## src/rtl/alu_pkg.sv

```systemverilog
// Shared opcode constants, FSM encoding and opcode check for the ALU
// byte-stream sequencer.
package alu_pkg;

  localparam int OP_W = 6;

  localparam logic [OP_W-1:0] OP_ADD = 6'b100000;
  localparam logic [OP_W-1:0] OP_SUB = 6'b100010;
  localparam logic [OP_W-1:0] OP_AND = 6'b100100;
  localparam logic [OP_W-1:0] OP_OR  = 6'b100101;
  localparam logic [OP_W-1:0] OP_XOR = 6'b100110;
  localparam logic [OP_W-1:0] OP_NOR = 6'b100111;
  localparam logic [OP_W-1:0] OP_SRA = 6'b000011;
  localparam logic [OP_W-1:0] OP_SRL = 6'b000010;

  localparam logic [2:0] ST_GET_A  = 3'd0;
  localparam logic [2:0] ST_GET_B  = 3'd1;
  localparam logic [2:0] ST_GET_OP = 3'd2;
  localparam logic [2:0] ST_EXEC   = 3'd3;
  localparam logic [2:0] ST_SEND   = 3'd4;

  typedef enum logic [2:0] {
    GET_A  = ST_GET_A,
    GET_B  = ST_GET_B,
    GET_OP = ST_GET_OP,
    EXEC   = ST_EXEC,
    SEND   = ST_SEND
  } state_t;

  function automatic logic op_valid(input logic [OP_W-1:0] op);
    case (op)
      OP_ADD, OP_SUB, OP_AND, OP_OR,
      OP_XOR, OP_NOR, OP_SRA, OP_SRL:
        op_valid = 1'b1;
      default:
        op_valid = 1'b0;
    endcase
  endfunction

endpackage

```

## src/rtl/alu_seq_timeout.sv

```systemverilog
// Idle-byte timeout counter for the ALU sequencer; only built when
// ALU_SEQ_TIMEOUT_EN is defined.
module alu_seq_timeout #(
  parameter int NB_TMO = 20
) (
  input  logic clock,
  input  logic i_reset_n,
  input  logic i_clear,
  input  logic i_enable,
  output logic o_expired
);

  logic [NB_TMO-1:0] count;

  always_ff @(posedge clock or negedge i_reset_n) begin
    if (!i_reset_n) begin
      count <= '0;
    end else if (i_clear) begin
      count <= '0;
    end else if (i_enable) begin
      count <= count + 1'b1;
    end
  end

  assign o_expired = &count;

endmodule

```

## src/rtl/alu_sequencer.sv

```systemverilog
// Byte-stream front end for the shared ALU: A, B, opcode in; one result
// byte out. Optional idle timeout under ALU_SEQ_TIMEOUT_EN.
import alu_pkg::*;

module alu_sequencer #(
  parameter int NB_DATA = 8,
  parameter int NB_AB   = 8,
  parameter int NB_OP   = 6,
  parameter int NB_TMO  = 20
) (
  input  logic               clock,
  input  logic               i_reset_n,
  input  logic [NB_DATA-1:0] i_rx_data,
  input  logic               i_rx_valid,
  output logic               o_rx_ready,
  output logic [NB_AB-1:0]   o_a_data,
  output logic [NB_AB-1:0]   o_b_data,
  output logic [NB_OP-1:0]   o_operation,
  input  logic [NB_AB-1:0]   i_alu_result,
  output logic [NB_DATA-1:0] o_tx_data,
  output logic               o_tx_valid,
  input  logic               i_tx_ready,
  output logic               o_error,
  output logic               o_busy
);

  state_t state;
  state_t state_nxt;

  logic rx_ready;
  logic load_a;
  logic load_b;
  logic load_op;
  logic tx_load;
  logic tx_done;
  logic err_nxt;
  logic tmo;
  logic [OP_W-1:0] op_byte;

  assign op_byte = OP_W'(i_rx_data[NB_OP-1:0]);

`ifdef ALU_SEQ_TIMEOUT_EN
  logic tmo_en;
  logic tmo_clr;

  // Counting only while waiting mid-transaction; SEND never times out.
  assign tmo_en  = (state == GET_B || state == GET_OP)
                   && !i_rx_valid;
  assign tmo_clr = i_rx_valid || state == GET_A;

  alu_seq_timeout #(
    .NB_TMO(NB_TMO)
  ) u_timeout (
    .clock    (clock),
    .i_reset_n(i_reset_n),
    .i_clear  (tmo_clr),
    .i_enable (tmo_en),
    .o_expired(tmo)
  );
`else
  logic unused_tmo;

  assign unused_tmo = ^NB_TMO;
  assign tmo        = 1'b0;
`endif

  always_ff @(posedge clock or negedge i_reset_n) begin
    if (!i_reset_n) begin
      state <= GET_A;
    end else begin
      state <= state_nxt;
    end
  end

  always_comb begin
    state_nxt = state;
    rx_ready  = 1'b0;
    load_a    = 1'b0;
    load_b    = 1'b0;
    load_op   = 1'b0;
    tx_load   = 1'b0;
    tx_done   = 1'b0;
    err_nxt   = 1'b0;
    unique case (state)
      GET_A: begin
        rx_ready = 1'b1;
        if (i_rx_valid) begin
          load_a    = 1'b1;
          state_nxt = GET_B;
        end
      end
      GET_B: begin
        rx_ready = 1'b1;
        if (i_rx_valid) begin
          load_b    = 1'b1;
          state_nxt = GET_OP;
        end else if (tmo) begin
          err_nxt   = 1'b1;
          state_nxt = GET_A;
        end
      end
      GET_OP: begin
        rx_ready = 1'b1;
        if (i_rx_valid) begin
          if (op_valid(op_byte)) begin
            load_op   = 1'b1;
            state_nxt = EXEC;
          end else begin
            err_nxt   = 1'b1;
            state_nxt = GET_A;
          end
        end else if (tmo) begin
          err_nxt   = 1'b1;
          state_nxt = GET_A;
        end
      end
      EXEC: begin
        tx_load   = 1'b1;
        state_nxt = SEND;
      end
      SEND: begin
        if (i_tx_ready) begin
          tx_done   = 1'b1;
          state_nxt = GET_A;
        end
      end
      default: state_nxt = GET_A;
    endcase
  end

  always_ff @(posedge clock or negedge i_reset_n) begin
    if (!i_reset_n) begin
      o_a_data    <= '0;
      o_b_data    <= '0;
      o_operation <= '0;
      o_tx_data   <= '0;
      o_tx_valid  <= 1'b0;
      o_error     <= 1'b0;
    end else begin
      o_error <= err_nxt;
      if (load_a) begin
        o_a_data <= i_rx_data[NB_AB-1:0];
      end
      if (load_b) begin
        o_b_data <= i_rx_data[NB_AB-1:0];
      end
      if (load_op) begin
        o_operation <= i_rx_data[NB_OP-1:0];
      end
      // Operands are signed, so the result widens by sign extension.
      if (tx_load) begin
        o_tx_data  <= NB_DATA'($signed(i_alu_result));
        o_tx_valid <= 1'b1;
      end else if (tx_done) begin
        o_tx_valid <= 1'b0;
      end
    end
  end

  assign o_rx_ready = rx_ready;
  assign o_busy     = (state != GET_A);

endmodule

```

## config.mk

```make
export PLATFORM = sky130hd
export DESIGN_NAME = alu_sequencer
export DESIGN_NICKNAME = d
export VERILOG_FILES = /design/src/rtl/alu_pkg.sv /design/src/rtl/alu_seq_timeout.sv /design/src/rtl/alu_sequencer.sv
export SDC_FILE = /design/constraint.sdc
export NUM_CORES = 1
export LEC_CHECK = 0
export BUFFER_PORTS_ARGS = -buffer_cell sky130_fd_sc_hd__buf_2
export CELL_PAD_IN_SITES_DETAIL_PLACEMENT = 1
export CELL_PAD_IN_SITES_GLOBAL_PLACEMENT = 1
export CORE_MARGIN = 3
export CORE_UTILIZATION = 40
export DETAILED_ROUTE_END_ITERATION = 7
export MAX_ROUTING_LAYER = met4
export PLACE_DENSITY = 0.92
export SETUP_SLACK_MARGIN = 0.4
export SLEW_MARGIN = 10
export SYNTH_ARGS = -nofsm -noshare
export SYNTH_HDL_FRONTEND = slang
export SYNTH_SLANG_ARGS = --single-unit
```

## constraint.sdc

```tcl
create_clock -name clock -period 4 [get_ports clock]
set_input_delay 0 -clock clock [delete_from_list [all_inputs] [get_ports clock]]
set_output_delay 0 -clock clock [all_outputs]
set_load 0.05 [all_outputs]
```

==> impl_results.md <==
- Syn nets: 117
- Mean post-synth cell area: 14.72 um2
- Die Y: 65.74 um
- Slowest cell on the critical path: dfrtp_1
- Crit path DAT: 1.91 ns
- Post-route ant nets: 0
- Io pins: 54
- Setup TNS: 0 ns
- Core box area: 0.003390 mm2
- Clk pin slew, worst setup/hold paths: 0.11 ns
- Worst setup EP type: register
- Initial Utilization: 42.12%
- Fmax: 0.5969 GHz
- Commonest non-fill, non-tap cell in the layout: buf_2
- Synth top area share: 61.35%
- Largest net degree at the start of global routing: 36
- Worst-margin pin slew: 0.7701 ns
- HP Class: primary input to asynchronous set/reset pin
- Critical path type: register to register
- Cell taking the most area after synthesis: dfrtp_1
- Syn. warnings: 0
- Synthesis-stage register bit count: 35
- Synth area leaders: dfrtp_1 (61%), mux2_2 (22%), nor2_1 (1.6%), nor3b_4 (1.3%), and4bb_4 (1.1%)
- TritonRoute pass-1 iters: 4
- Layout cell share with drive strength beyond 1: 56.00%
- Die X: 65.74 um
- Routability cong.: 0.7497
- Hold violation total from the final report: 0
- Commonest non-fill, non-tap cells in the layout: buf_2 (53), dfrtp_1 (35), mux2_2 (28)
- IO Port Bufs: 53
- Finish-stage setup viols: 0
- # clock sinks: 35
- Later-pin clock latency in the skew report: 0.35 ns
- Crit-path max FO: 9
- Mapped cell area: 0.001428 mm2
- GR Overflow Total: 0
- Register area share after synthesis: 61.35%
- RSZ-0062 raised after global routing: no
- CP startpoint kind: register
- Initial antenna violation count: 0
- Slowest stage delay, CP: 0.49 ns
- Gate Count Post-Synth: 97
- Max-slew headroom: 48.66%
- Top_reg_cell synth: dfrtp_1
- CTS buffer count: 5
- Clk root buf: clkbuf_4
- Tcrit/Tclk final: 41.88%
- Antenna Cells: 0
- Vias/cell: 5.018
- Max-slew violations: 0
- Critical path cell sequence: nand2b_4 -> nor3b_4 -> mux2_2
- Req. time, crit path: 4.23 ns
- TritonCTS clock tree: built
- Final hold slack: 0.2602 ns
- Synth unique cells: 25
- Max_cap viols: 0
- WL/cell: 18.75 um
- Die area: 0.004322 mm2
- Vias in the first global route: 1,269
- Via Count: 1,109
- Status: finished, final reports clean
- DR iter-0 viols: 13
- Post-layout min period: 1.675 ns
- Cell Rows: 21
- Final WL: 4.143 mm
- Setup bufs post-CTS: 0
- H-tree depth: 2
- Tot GR Track Use: 22.42%
- Area Growth Syn to Fin: 39.61%
- CTS Buffer Depth: 2
- DRC: 0
- First-pass GRT wire length: 6.782 mm
- Async S/R FF share, synth: 100.0%
- NumNets Final: 194
- Number of flops mapped to enable cells by yosys: 0
- Clk_skew: 0.01035 ns
- Dpl hpwl: 2.562 mm
timing repair:
| action | CTS | global route |
|---|---|---|
| hold endpoints to repair | 67 | 0 |
| resized for setup | 0 | 0 |
| hold buffers | 19 | 0 |
cells in the mapped netlist, types with 2 or more instances:
cell type and count:
nor2_1 6, nand2_1 2, nand3_1 2, dfrtp_1 35, mux2_2 28, a21oi_1 3, nor2_2 2, nor2b_1 2
layer usage:
metal | GRT usage (%) | up-vias | share of wire (%)
met4 | 8.031 | 0 | 2.3
met5 | - | - | 0
met1 | 22.74 | 562 | 36
met3 | 6.325 | 10 | 4.5
met2 | 40.80 | 37 | 57
li1 | - | 500 | -
logic make-up after synthesis:
logic type / synth area share [%]
DFF: 61.35
muxes: 22.09
and+or+nand+nor: 11.92
AOI/OAI and AO/OA: 3.242
buffers and inverters: 1.402
critical path, delay by kind of cell, from the launching register on:
family / cells / cell delay (ns)
AND/OR/NAND/NOR: 2 / 0.67
multiplexers: 1 / 0.40
flip-flops: 1 / 0.49
flip-flops by register name, summed over array words and instances, names as in the netlist:
name         flops
o_b_data         8
state            3
o_error          1
o_tx_data        8
o_tx_valid       1
o_a_data         8
o_operation      6
stage by stage:
step           setup WS [ns]  area, um2  instances  utilization, %
4_1_cts                2.320       1993        221           58.80
6_report               2.325       1993        221           58.80
3_3_place_gp           2.456       1734        194           51.16
2_1_floorplan          2.523       1428         97               -
5_1_grt                2.223       1993        221           58.80
3_5_place_dp           2.335       1734        194           51.16
cell type report:
class	count	area [um2]
fillers	349	1396
flip-flops and latches	35	875.8
multi-input cells	59	531.8
repair buffers	72	455.4
clock buffers	8	68.82
well taps	46	57.56
inverters	1	3.754
path summary, 6_finish.rpt:
kind | start | to | slack, ns | depth (start not counted)
max | state[2] | o_b_data[7] | 2.32 | 3
min | i_reset_n | o_a_data[3] | 0.26 | 2
max reg2reg | state[2] | o_b_data[7] | 2.32 | 3
min reg2reg | o_tx_data[6] | o_tx_data[6] | 0.52 | 1
max in group asynchronous | i_reset_n | o_operation[1] | 3.24 | 2
min in group clock | i_alu_result[7] | o_tx_data[7] | 0.44 | 3
Power is not shown: default switching activity piles up to over one toggle a cycle in this logic, so the estimate is an artifact.
